<file path="src/rtl/mem_arb_pkg.sv">
// Shared types for the unified-RAM port arbiter.
// State encoding and port index constants.
package mem_arb_pkg;
  typedef enum logic [1:0] {
    ST_IDLE = 2'd0,
    ST_OWN0 = 2'd1,
    ST_OWN1 = 2'd2
  } state_t;

  localparam int P_CPU = 0;
  localparam int P_DBG = 1;
endpackage

</file>
<file path="src/rtl/mem_port_arbiter_rr_pick2.sv">
// Two-way round-robin picker.
// On contention the port that did not win last time is chosen.
module rr_pick2 (
  input  logic [1:0] req,
  input  logic       last,
  output logic [1:0] grant
);
  always_comb begin
    grant = req;
    if (&req) grant = last ? 2'b01 : 2'b10;
  end
endmodule

</file>
<file path="src/rtl/mem_port_arbiter.sv">
// CPU / loader arbiter for the single-port unified RAM.
// Round-robin grants, bounded lock, tagged read return.
import mem_arb_pkg::*;

module mem_port_arbiter #(
  parameter int WIDTH    = 16,
  parameter int LOCK_MAX = 8
) (
  input  logic             clk,
  input  logic             reset,
  input  logic             req0,
  input  logic             req1,
  input  logic             we0,
  input  logic             we1,
  input  logic             lock0,
  input  logic             lock1,
  input  logic [WIDTH-1:0] addr0,
  input  logic [WIDTH-1:0] addr1,
  input  logic [WIDTH-1:0] wdata0,
  input  logic [WIDTH-1:0] wdata1,
  output logic             gnt0,
  output logic             gnt1,
  output logic             rvalid0,
  output logic             rvalid1,
  output logic [WIDTH-1:0] rdata,
  output logic             lock_timeout,
  output logic             ram_en,
  output logic             ram_we,
  output logic [WIDTH-1:0] ram_addr,
  output logic [WIDTH-1:0] ram_wdata,
  input  logic [WIDTH-1:0] ram_rdata
);
  localparam int CW = $clog2(LOCK_MAX);
  localparam logic [CW-1:0] CNT_TOP =
    CW'(LOCK_MAX - 1);

  state_t        state;
  logic          last;
  logic [CW-1:0] lock_cnt;
  logic [1:0]    pick;
  logic [1:0]    gnt;
  logic          cnt_top;
  logic          rv0_q;
  logic          rv1_q;

  rr_pick2 u_pick (
    .req   ({req1, req0}),
    .last  (last),
    .grant (pick)
  );

  always_comb begin
    gnt = 2'b00;
    case (state)
      ST_IDLE: gnt = pick;
      ST_OWN0: gnt[P_CPU] = req0;
      ST_OWN1: gnt[P_DBG] = req1;
      default: gnt = 2'b00;
    endcase
    if (reset) gnt = 2'b00;
  end

  assign gnt0    = gnt[P_CPU];
  assign gnt1    = gnt[P_DBG];
  assign cnt_top = (lock_cnt == CNT_TOP);

  assign lock_timeout = !reset && cnt_top &&
    ((state == ST_OWN0 && req0 && lock0) ||
     (state == ST_OWN1 && req1 && lock1));

  assign ram_en = gnt0 | gnt1;

  always_comb begin
    ram_we    = 1'b0;
    ram_addr  = '0;
    ram_wdata = '0;
    unique case (1'b1)
      gnt0: begin
        ram_we    = we0;
        ram_addr  = addr0;
        ram_wdata = wdata0;
      end
      gnt1: begin
        ram_we    = we1;
        ram_addr  = addr1;
        ram_wdata = wdata1;
      end
      default: ;
    endcase
  end

  // Gating with reset drops a read already in flight.
  assign rvalid0 = rv0_q & ~reset;
  assign rvalid1 = rv1_q & ~reset;
  assign rdata   = (rvalid0 | rvalid1) ?
                   ram_rdata : '0;

  always_ff @(posedge clk) begin
    if (reset) begin
      state    <= ST_IDLE;
      last     <= 1'b1;
      lock_cnt <= '0;
      rv0_q    <= 1'b0;
      rv1_q    <= 1'b0;
    end else begin
      rv0_q <= gnt0 & ~we0;
      rv1_q <= gnt1 & ~we1;
      case (state)
        ST_IDLE: begin
          lock_cnt <= '0;
          if (req0 && req1) last <= gnt1;
          if (gnt0 && lock0)
            state <= ST_OWN0;
          else if (gnt1 && lock1)
            state <= ST_OWN1;
        end
        ST_OWN0: begin
          if (!cnt_top)
            lock_cnt <= lock_cnt + CW'(1);
          if (!req0 || !lock0) begin
            state <= ST_IDLE;
          end else if (cnt_top) begin
            state <= ST_IDLE;
            last  <= 1'b0;
          end
        end
        ST_OWN1: begin
          if (!cnt_top)
            lock_cnt <= lock_cnt + CW'(1);
          if (!req1 || !lock1) begin
            state <= ST_IDLE;
          end else if (cnt_top) begin
            state <= ST_IDLE;
            last  <= 1'b1;
          end
        end
        default: state <= ST_IDLE;
      endcase
    end
  end
endmodule
</file>
<file path="config.mk">
export PLATFORM = sky130hd
export DESIGN_NAME = mem_port_arbiter
export DESIGN_NICKNAME = d
export VERILOG_FILES = /design/src/rtl/mem_arb_pkg.sv /design/src/rtl/mem_port_arbiter_rr_pick2.sv /design/src/rtl/mem_port_arbiter.sv
export SDC_FILE = /design/constraint.sdc
export NUM_CORES = 1
export LEC_CHECK = 0
export ABC_AREA = 1
export ABC_CLOCK_PERIOD_IN_PS = 3500
export BUFFER_PORTS_ARGS = -buffer_cell sky130_fd_sc_hd__buf_2
export CORE_MARGIN = 2
export CORE_UTILIZATION = 35
export DETAILED_ROUTE_END_ITERATION = 10
export GPL_TIMING_DRIVEN = 0
export PLACE_DENSITY = 0.87
export SYNTH_ARGS = -nofsm -noshare
export SYNTH_HDL_FRONTEND = slang
export SYNTH_SLANG_ARGS = --single-unit
</file>
<file path="constraint.sdc">
create_clock -name clk -period 3.5 [get_ports clk]
set_input_delay 0.7 -clock clk [delete_from_list [all_inputs] [get_ports clk]]
set_output_delay 0.7 -clock clk [all_outputs]
set_load 0.03 [all_outputs]
</file>
==> results of run 1 <==
report_power, final:
| group | total, mW | internal, mW | switching, mW | leakage, nW |
|---|---|---|---|---|
| logic | 0.683 | 0.249 | 0.434 | 1.18 |
| registers | 0.124 | 0.111 | 0.0130 | 0.0653 |
| clock network | 0.0670 | 0.0390 | 0.0280 | 0.0138 |
| total | 0.873 | 0.398 | 0.475 | 1.26 |
area by class of cell:
cell class / instances / area (um2)
buffer: 9 / 101
clock buffer: 3 / 22.5
fill: 300 / 1150
inverter: 33 / 129
multi-input combinational: 114 / 728
sequential: 8 / 160
tap: 44 / 55.1
timing repair buffer: 141 / 706
logic make-up after synthesis:
kind of cell	Yosys count
AO/OA/AOI/OAI	44
buffers and inverters	42
flip-flops	8
AND/OR/NAND/NOR	64
adder cells (fa/ha/maj)	6
stage by stage:
stage / instance area, um2 / instances
after CTS: 1900 / 352
after detailed placement: 1880 / 349
after global routing: 1900 / 352
after global placement: 1880 / 349
final: 1900 / 352
after floorplan: 1120 / 164
registers in the layout, summed over array words and instances (netlist names):
name and count:
lock_cnt 3, state 2, last 1, rv0_q 1, rv1_q 1
layout by cell type (no fill, tap or decap), types with 5 or more instances in the layout:
master	netlist	layout
nand2_1	24	24
a21oi_1	5	5
a22o_1	33	33
nor2_1	24	24
buf_2	0	141
ha_1	6	6
nand3_1	5	5
buf_6	9	9
dfxtp_1	8	8
inv_1	31	31
worst reg2reg max path: stages, from the launching register on:
cell     delay, ns
dfxtp_1       0.37
inv_1         0.10
ha_1          0.23
buf_6         0.14
nand2_1       0.07
nand2_2       0.07
nand3_1       0.13
nand3_1       0.12
nand3_1       0.10
a21oi_1       0.07
worst paths after layout:
| kind | start | end | slack, ns | cells after the start |
|---|---|---|---|---|
| setup reg to reg | state[0]$_SDFFE_PP0P_ | state[0]$_SDFFE_PP0P_ | 1.98 | 9 |
| hold reg to reg | lock_cnt[0]$_SDFFE_PP0P_ | lock_cnt[0]$_SDFFE_PP0P_ | 0.46 | 1 |
| setup / recovery | state[0]$_SDFFE_PP0P_ | ram_addr[13] | 0.89 | 10 |
| hold / removal | lock_cnt[0]$_SDFFE_PP0P_ | lock_cnt[0]$_SDFFE_PP0P_ | 0.46 | 1 |
per-layer routing:
metal / global-route usage / up-vias / part of all wire / wire length, um
met3: 0.0512 / 0 / 0.090 / 368
met4: 0.0248 / 0 / 0 / 0
li1: - / 840 / - / -
met2: 0.368 / 71 / 0.54 / 2220
met5: 0 / - / 0 / 0
met1: 0.218 / 735 / 0.37 / 1500
==> metrics, run 1 <==
cell with the most instances after synthesis a22o_1; layout cells sized above 1 0.529; Post-synth top flop dfxtp_1; post-synthesis sequential area ratio 0.143; pin count of the biggest net entering global routing 11; vias approximately 1600; H-tree levels 1; Tcrit/Tclk final 0.747; Layout Skew approximately 0.0022 ns; warnings from Yosys 0; VDD IR max approximately 0.32 mV; Max Fclk about 380 MHz; CP max stage cell dfxtp_1; Wirelength per Cell 11.6 um; Lkg Pwr about 1.3 nW; area added between synthesis and finish 70.0%; worst path cell trace inv_1, ha_1, buf_6, nand2_1, nand2_2, nand2_4, inv_4, buf_6, a22o_1, buf_2; HP Class reg -> reg; status finished clean; CP Class reg -> out; drt drc 0; antenna violations before repair 0; Design Power a little under 0.9 mW; synth cell count leaders a22o_1, inv_1, nand2_1, nor2_1, buf_6; Synth Area in Adders 0.0671; GRT Residual Overflow 0; Root Driver clkbuf_4; I/O Buffers 141; post-synthesis simple-gate area fraction 0.271; Die Width approximately 60 um; die height between 60 and 70 um; setup TNS 0 ns; clock slew at reported path FFs approximately 0.05 ns; CP Capture Type output port; first-pass GRT wire length 5.44 mm; proportion of synthesized area in mux cells 0; TritonCTS Sinks 8; pwr dens 459 nW/um2; count of different cell masters after synthesis 18; Crit Path Max Fanout 10; Layout Utilization 0.623; Post-synth EDFFs 0; Fin. Hold Viols 0; Resized cells post-CTS 0; Critical Path RT about 2.8 ns; post-route ant nets 0; Place WS roughly 1.1 ns; CP Data Arrival Time between 1.5 and 2 ns; Post-Syn Area between 1000 and 1500 um2; Final Max Slew Viols 0; final setup vio count 0; Synth Area per Inst 6.82 um2; crit-path leading delay family buffers and inverters; Core Area 3050 um2; ys async rst share 0; critical path's largest stage delay 0.37 ns; vias in the first global route between 1000 and 1500; most used cell, CP buf_6; Synth area leader a22o_1; TritonCTS clock tree done; post-route setup slack a little under 0.9 ns; Max clock buf depth 2; Std-Cell Rows 20; flops & latches, synth 8; Max-Cap Viols 0; RSZ-0062 raised after global routing false; largest family of logic cells by synthesized area compound AO/OA/AOI/OAI gates; Syn Inst Count between 150 and 200; Post-CTS Setup Bufs 0; vias per cell around 4.7; final hold slack roughly 0.46 ns; Iter 0 DRT Violations 98; Die Area roughly 3700 um2; Hold Buf Count CTS 0; Final HPWL DP 3.52 mm; crit start category register; n_diodes 0; fin nets 404; CP Buf/Inv Count 5; GRT Util Overall 0.192; worst slew pin tran 0.280 ns; Ports 143; total wire length a little over 4 mm; Starting Density 0.366; DR pass1 iterations 5; top cells by area, synth a22o_1, dfxtp_1, inv_1; CTS buffer count 3; Slew HR 0.812; compound-gate portion of the synthesized area 0.313; Yosys top cell area share 0.258; Synthesized Nets 258; Clk Latency, worst-skew pair between 0.2 and 0.3 ns; XOR/XNOR Fraction of Synth Area 0; min Tclk post-route ~2.6 ns; routability cong. 0.811
Note: power is estimated with default switching activity, not from simulation.
==> inputs of run 2 (changes only) <==
--- a/config.mk
+++ b/config.mk
@@ -5,14 +5,14 @@
 export SDC_FILE = /design/constraint.sdc
 export NUM_CORES = 1
 export LEC_CHECK = 0
-export ABC_AREA = 1
-export ABC_CLOCK_PERIOD_IN_PS = 3500
+export ABC_AREA = 0
+export ABC_CLOCK_PERIOD_IN_PS = 2550
 export BUFFER_PORTS_ARGS = -buffer_cell sky130_fd_sc_hd__buf_2
 export CORE_MARGIN = 2
-export CORE_UTILIZATION = 35
+export CORE_UTILIZATION = 31
 export DETAILED_ROUTE_END_ITERATION = 10
 export GPL_TIMING_DRIVEN = 0
-export PLACE_DENSITY = 0.87
+export PLACE_DENSITY = 0.82
 export SYNTH_ARGS = -nofsm -noshare
 export SYNTH_HDL_FRONTEND = slang
 export SYNTH_SLANG_ARGS = --single-unit
==> constraint.sdc (replaced) <==
create_clock -name clk -period 2.55 [get_ports clk]
set_input_delay 0.51 -clock clk [delete_from_list [all_inputs] [get_ports clk]]
set_output_delay 0.51 -clock clk [all_outputs]
set_load 0.03 [all_outputs]
==> run 2 against run 1 <==
Against the previous run: routed wire length fell by 1.5%; register-to-register slack got worse by 1.0 ns; global-route usage rose by 0.69 points; first-iteration DRC count rose by 30%; die area rose by 2.6%; combinational power fell by 41%; via count fell by 8.1%; synthesized cell count fell by 27%; sequential cell count did not move; sequential share of layout area rose by 0.36 points; largest power group unchanged; critical path depth fell by 2; total power fell by 27%.
==> metrics, run 2 <==
crit start category register; flops & latches, synth 8 (unchanged); total wire length 4.03 mm (-1.5%); synth cell count leaders a22o_1, nor2b_1, dfxtp_1; antenna violations before repair 0 (unchanged); cell with the most instances after synthesis a22o_1; Max clock buf depth 2 (unchanged); Synth Area per Inst 8.56 um2 (+25%); Tcrit/Tclk final 0.962; drt drc 0 (unchanged); HP Class in -> reg; Clk Latency, worst-skew pair 0.26 ns (about the same); area added between synthesis and finish 81.8%; Layout Skew 0.00683 ns (+0.00460 ns); pwr dens 342 nW/um2 (-25%); Hold Buf Count CTS 0 (unchanged); compound-gate portion of the synthesized area 0.414 (+0.101); Slew HR 0.735 (-0.0768); post-synthesis sequential area ratio 0.157 (+0.0141); Die Width 61.3 um (+1.3%); Crit Path Max Fanout 10 (unchanged); Post-synth top flop dfxtp_1; Final Max Slew Viols 0 (unchanged); Wirelength per Cell 13.0 um (+12%); TritonCTS Sinks 8 (unchanged); # fillers 304 (+1.3%); Multi-input gate area 771 um2 (+5.8%); XOR/XNOR Fraction of Synth Area 0 (unchanged); min Tclk post-route between 2 and 2.5 ns; register area 163 um2 (+1.6%); Lkg Pwr 1.09 nW (-13%); Max Fclk around 410 MHz; switching share of power 0.437 (-0.107); CP Class reg -> out; clock network power share 0.151 (+0.074); Iter 0 DRT Violations 127 (+30%); CTS buffer count 3 (unchanged); Min-Delay Endpoint rv1_q$_SDFF_PP0_; Critical Path RT 2.04 ns (-0.76 ns); I/O Buffers 141 (unchanged); vias per cell 4.89 (+4.6%); Register-to-Register Path Depth 6 (-3); internal power 0.357 mW (-10%); Synth Area in Adders 0.0737 (+0.00660); placed cell area 1780 um2 (-5.2%); Core Area 3080 um2 (+0.82%); DR pass1 iterations 4 (-1); Root Driver clkbuf_4; Starting Density 0.331 (-0.0355); Fin. Hold Viols 0 (unchanged); Worst Min Path Start we1; ys async rst share 0 (unchanged); max FFs per register 3 (unchanged); Synthesized Nets 213 (-17%); fin nets 361 (-11%); Design Power 0.634 mW (-27%); vias 1512 (-8.1%); count of different cell masters after synthesis 32 (+14); clock slew at reported path FFs 0.05 ns (about the same); worst slew pin tran 0.398 ns (+0.118 ns); worst flop-to-flop path startpoint lock_cnt[0]$_SDFFE_PP0P_; CP Data Arrival Time 1.94 ns (+0.03 ns); post-synthesis simple-gate area fraction 0.244 (-0.0262); pin count of the biggest net entering global routing 11 (unchanged); Post-synth EDFFs 0 (unchanged); Worst R2R End last$_SDFFE_PP1P_; Std-Cell Rows 20 (unchanged); status finished clean; largest family of logic cells by synthesized area compound AO/OA/AOI/OAI gates; Final HPWL DP 3.36 mm (-4.8%); Syn Inst Count 119 (-27%); commonest non-fill, non-tap cell in the layout buf_2; Ports 143 (unchanged); flop2flop setup slack 0.94 ns (-1.04 ns); Yosys top cell area share 0.241 (-0.0176); H-tree levels 1 (unchanged); Synth area leader a22o_1; layout cells sized above 1 0.645 (+0.116); final setup vio count 0 (unchanged); setup TNS 0 ns (unchanged); most frequent cells in the layout buf_2, a22o_1, nor2b_1, buf_6, dfxtp_1; proportion of synthesized area in mux cells 0.00983 (+0.00983); P_sw 0.277 mW (-42%); top flop regs lock_cnt x3, state x2; Die Area 3760 um2 (+2.6%); first-pass GRT wire length 5.69 mm (+4.6%); CP Capture Type output port; GRT Util Overall 0.199 (+0.00686); GRT Residual Overflow 0 (unchanged); warnings from Yosys 0 (unchanged); TritonCTS clock tree done; post-route ant nets 0 (unchanged); top cells by area, synth a22o_1, dfxtp_1, nor2b_1; design area 1850 um2 (-2.6%); sequential share of power 0.214 (+0.072); Max-Cap Viols 0 (unchanged); Hold Path Depth 2 (+1); die height 61.3 um (+1.3%); Logic pwr share 0.635 (-0.147); n_diodes 0 (unchanged); routability cong. 0.847 (+4.5%); Reg with most FFs lock_cnt; VDD IR max 0.157 mV (-50%); RSZ-0062 raised after global routing false; vias in the first global route 1335 (+1.8%); Post-Syn Area 1020 um2 (-8.9%)
==> run 2: changes by cell type after synthesis, moves of 3 or more <==
cell	before	now
nor2b_1	0	21
nand4_1	3	0
inv_1	31	4
nor2_1	24	4
a22o_2	0	5
a22o_1	33	28
nor2_4	3	0
nand2_1	24	5
==> run 2: layout make-up <==
| type | count | area share |
|---|---|---|
| well taps | 44 | 0.0297 |
| flip-flops and latches | 8 | 0.0878 |
| plain buffers | 9 | 0.0473 |
| inverters | 4 | 0.00811 |
| repair buffers | 143 | 0.399 |
| multi-input cells | 98 | 0.416 |
| clock buffers | 3 | 0.0122 |
==> run 2: cell families after synthesis <==
| logic type | Yosys count |
|---|---|
| multiplexers | 1 |
| adder cells (fa/ha/maj) | 6 |
| buffers and inverters | 13 |
| flip-flops | 8 |
| AND/OR/NAND/NOR | 42 |
| AO/OA/AOI/OAI | 49 |
==> run 2: through the flow <==
| step | util | cells | hold slack (ns) | setup slack [ns] |
|---|---|---|---|---|
| final | 0.602 | 309 | 0.426 | 0.0969 |
| after global routing | 0.602 | 309 | 0.421 | 0.00794 |
| after CTS | 0.599 | 309 | 0.417 | 0.0215 |
| after detailed placement | 0.579 | 304 | 0.502 | 0.192 |
| after global placement | 0.579 | 304 | 0.485 | 0.198 |
| after floorplan | - | 119 | 0.470 | 0.0119 |
==> run 2: layer usage <==
layer | global-route usage | vias to the layer above | share of wire
met5 | 0 | - | 0
met4 | 0.0839 | 0 | 0.013
met3 | 0.0231 | 5 | 0.065
met2 | 0.340 | 75 | 0.52
met1 | 0.252 | 687 | 0.40
li1 | - | 745 | -
==> run 2: power groups by stage <==
stage | registers (mW) | logic [mW] | clock network, mW
2_1_floorplan | 0.137 | 0.252 | 0
3_3_place_gp | 0.137 | 0.386 | 0
3_5_place_dp | 0.138 | 0.389 | 0
4_1_cts | 0.135 | 0.402 | 0.102
5_1_grt | 0.136 | 0.430 | 0.112
6_report | 0.136 | 0.402 | 0.0958
==> run 2: worst max path at each step <==
stage / startpoint / to / slack, ns
finish: state[1]$_SDFFE_PP0P_ / ram_wdata[1] / 0.1
global route: state[1]$_SDFFE_PP0P_ / ram_wdata[2] / 0.008
CTS: state[0]$_SDFFE_PP0P_ / ram_wdata[1] / 0.02
detailed placement: req1 / ram_we / 0.19
global placement: req1 / ram_we / 0.20
floorplan: reset / rdata[10] / 0.01
==> run 2: what timing repair did <==
item	CTS	global route
setup endpoints to repair	28	28
setup buffers	2	0
resized for setup	2	7
pin swaps	1	0
==> run 2: worst max-delay path: stages, from the launching register on <==
cell	delay (ns)
dfxtp_2	0.35
inv_2	0.06
ha_4	0.18
a21boi_2	0.17
o211a_1	0.22
buf_6	0.14
buf_6	0.14
a22o_2	0.26
buf_2	0.17
==> inputs of run 3 (changes only) <==
--- a/config.mk
+++ b/config.mk
@@ -5,14 +5,14 @@
 export SDC_FILE = /design/constraint.sdc
 export NUM_CORES = 1
 export LEC_CHECK = 0
-export ABC_AREA = 0
+export ABC_AREA = 1
 export ABC_CLOCK_PERIOD_IN_PS = 2550
 export BUFFER_PORTS_ARGS = -buffer_cell sky130_fd_sc_hd__buf_2
 export CORE_MARGIN = 2
-export CORE_UTILIZATION = 31
+export CORE_UTILIZATION = 32
 export DETAILED_ROUTE_END_ITERATION = 10
 export GPL_TIMING_DRIVEN = 0
-export PLACE_DENSITY = 0.82
+export PLACE_DENSITY = 0.81
 export SYNTH_ARGS = -nofsm -noshare
 export SYNTH_HDL_FRONTEND = slang
 export SYNTH_SLANG_ARGS = --single-unit
==> run 3 against run 2 <==
Against the previous run: clock skew barely moved; global-route usage barely moved; first-iteration DRC count fell by 69%; non-clock buffer count fell by 2; worst setup slack improved by 0.065 ns; sequential cell count did not move; routed wire length rose by 1.6%; sequential share of layout area fell by 0.37 points; hold slack improved by 0.011 ns; utilization fell by 3.1 points; critical path type unchanged.
==> metrics, run 3 (synthesis results as in run 1) <==
commonest non-fill, non-tap cell in the layout buf_2; HP Class in -> reg; Post-CTS Setup Bufs 0 (-2); Slew HR 0.833 (+0.0979); VDD IR max 0.349 mV (+120%); TritonCTS Sinks 8 (unchanged); crit start category register; vias in the first global route 1473 (+10%); Layout Skew 0.00668 ns (-0.000157 ns); layout cells sized above 1 0.529 (-0.116); n_diodes 0 (unchanged); I/O Buffers 141 (unchanged); Tcrit/Tclk final 0.937 (-0.0255); min Tclk post-route 2.39 ns (-0.0649 ns); die height 63.1 um (+2.9%); max FFs per register 3 (unchanged); flop2flop setup slack 1.06 ns (+0.12 ns); setup TNS 0 ns (unchanged); Iter 0 DRT Violations 40 (-69%); drt drc 0 (unchanged); final setup vio count 0 (unchanged); pin count of the biggest net entering global routing 11 (unchanged); CP Class reg -> out; fin nets 404 (+12%); Ports 143 (unchanged); Resized cells post-CTS 0 (-2); # fillers 353 (+16%); Min-Delay Endpoint rv1_q$_SDFF_PP0_; status finished clean; TritonCTS clock tree done; vias per cell 4.62 (-5.6%); design area 1900 um2 (+2.8%); CP Capture Type output port; first-pass GRT wire length 6.60 mm (+16%); Root Driver clkbuf_4; placed cell area 1880 um2 (+5.6%); worst flop-to-flop path startpoint state[0]$_SDFFE_PP0P_; DR pass1 iterations 4 (unchanged); Final HPWL DP 3.58 mm (+6.6%); Core Area 3340 um2 (+8.4%); Reg with most FFs lock_cnt; post-route ant nets 0 (unchanged); Max clock buf depth 2 (unchanged); Starting Density 0.335 (+0.00431); Hold Path Depth 2 (unchanged); Final Max Slew Viols 0 (unchanged); Hold Buf Count CTS 0 (unchanged); H-tree levels 1 (unchanged); routability cong. 0.829 (-2.1%); Fin. Hold Viols 0 (unchanged); Crit Path Max Fanout 10 (unchanged); CTS buffer count 3 (unchanged); worst slew pin tran 0.248 ns (-0.149 ns); Lkg Pwr 1.26 nW (+15%); Die Area 3980 um2 (+6.0%); top flop regs lock_cnt x3, state x2; CP Data Arrival Time 1.88 ns (-0.06 ns); vias 1636 (+8.2%); Std-Cell Rows 21 (+5.0%); Die Width 63.1 um (+2.9%); Register-to-Register Path Depth 9 (+3); Worst R2R End state[0]$_SDFFE_PP0P_; most frequent cells in the layout buf_2, a22o_1, inv_1, nand2_1, nor2_1; Clk Latency, worst-skew pair 0.25 ns (about the same); Max Fclk 419 MHz (+2.7%); Worst Min Path Start we1; RSZ-0062 raised after global routing false; Max-Cap Viols 0 (unchanged); area added between synthesis and finish 70.2%; Wirelength per Cell 11.6 um (-11%); clock slew at reported path FFs 0.05 ns (about the same); Critical Path RT 2.04 ns (about the same); antenna violations before repair 1 (+1); pwr dens 625 nW/um2 (+83%); total wire length 4.10 mm (+1.6%); GRT Residual Overflow 0 (unchanged); GRT Util Overall 0.199 (+0.000285)
-- run 3: stage by stage --
stage / worst slack, ns / power, mW / util / std cells / hold slack [ns]
after detailed placement: 0.410 / 1.10 / 0.564 / 351 / 0.453
final: 0.162 / 1.19 / 0.571 / 354 / 0.437
after global placement: 0.453 / 1.09 / 0.564 / 351 / 0.448
after floorplan: 0.179 / 0.852 / - / 164 / 0.428
after global routing: 0.0262 / 1.29 / 0.571 / 354 / 0.446
after CTS: 0.147 / 1.19 / 0.571 / 354 / 0.441
-- run 3: worst max path at each step --
stage	slack [ns]	depth (start not counted)	to	from
3_3_place_gp	0.45	10	ram_wdata[15]	state[0]$_SDFFE_PP0P_
2_1_floorplan	0.18	5	rdata[10]	reset
5_1_grt	0.03	10	ram_wdata[0]	state[0]$_SDFFE_PP0P_
6_report	0.16	10	ram_wdata[2]	state[0]$_SDFFE_PP0P_
3_5_place_dp	0.41	10	ram_wdata[2]	state[0]$_SDFFE_PP0P_
4_1_cts	0.15	10	ram_wdata[2]	state[0]$_SDFFE_PP0P_
-- run 3: worst max-delay path, stage by stage (launching register included) --
cell and delay [ns]:
dfxtp_1 0.37, inv_1 0.09, ha_1 0.21, buf_6 0.14, nand2_1 0.07, nand2_2 0.07
nand2_4 0.08, inv_4 0.06, buf_6 0.14, a22o_1 0.21, buf_2 0.18
-- run 3: power breakdown --
| group | internal, mW | total, mW | switching [mW] | leakage (nW) |
|---|---|---|---|---|
| sequential | 0.152 | 0.170 | 0.0180 | 0.0653 |
| combinational | 0.340 | 0.927 | 0.586 | 1.18 |
| clock | 0.0537 | 0.0940 | 0.0403 | 0.0138 |
-- run 3: area by class of cell --
class | count | area [um2] | area share
tap | 46 | 57.6 | 0.0302
multi-input combinational | 114 | 728 | 0.382
sequential | 8 | 160 | 0.0841
buffer | 9 | 101 | 0.0532
inverter | 33 | 129 | 0.0677
timing repair buffer | 141 | 706 | 0.371
clock buffer | 3 | 22.5 | 0.0118
-- run 3: per-layer routing --
metal,vias up,part of all wire,GRT usage
met3,4,0.13,0.0964
met4,0,0.0061,0.0250
met1,710,0.39,0.228
li1,837,-,-
met2,85,0.47,0.343
met5,-,0,0
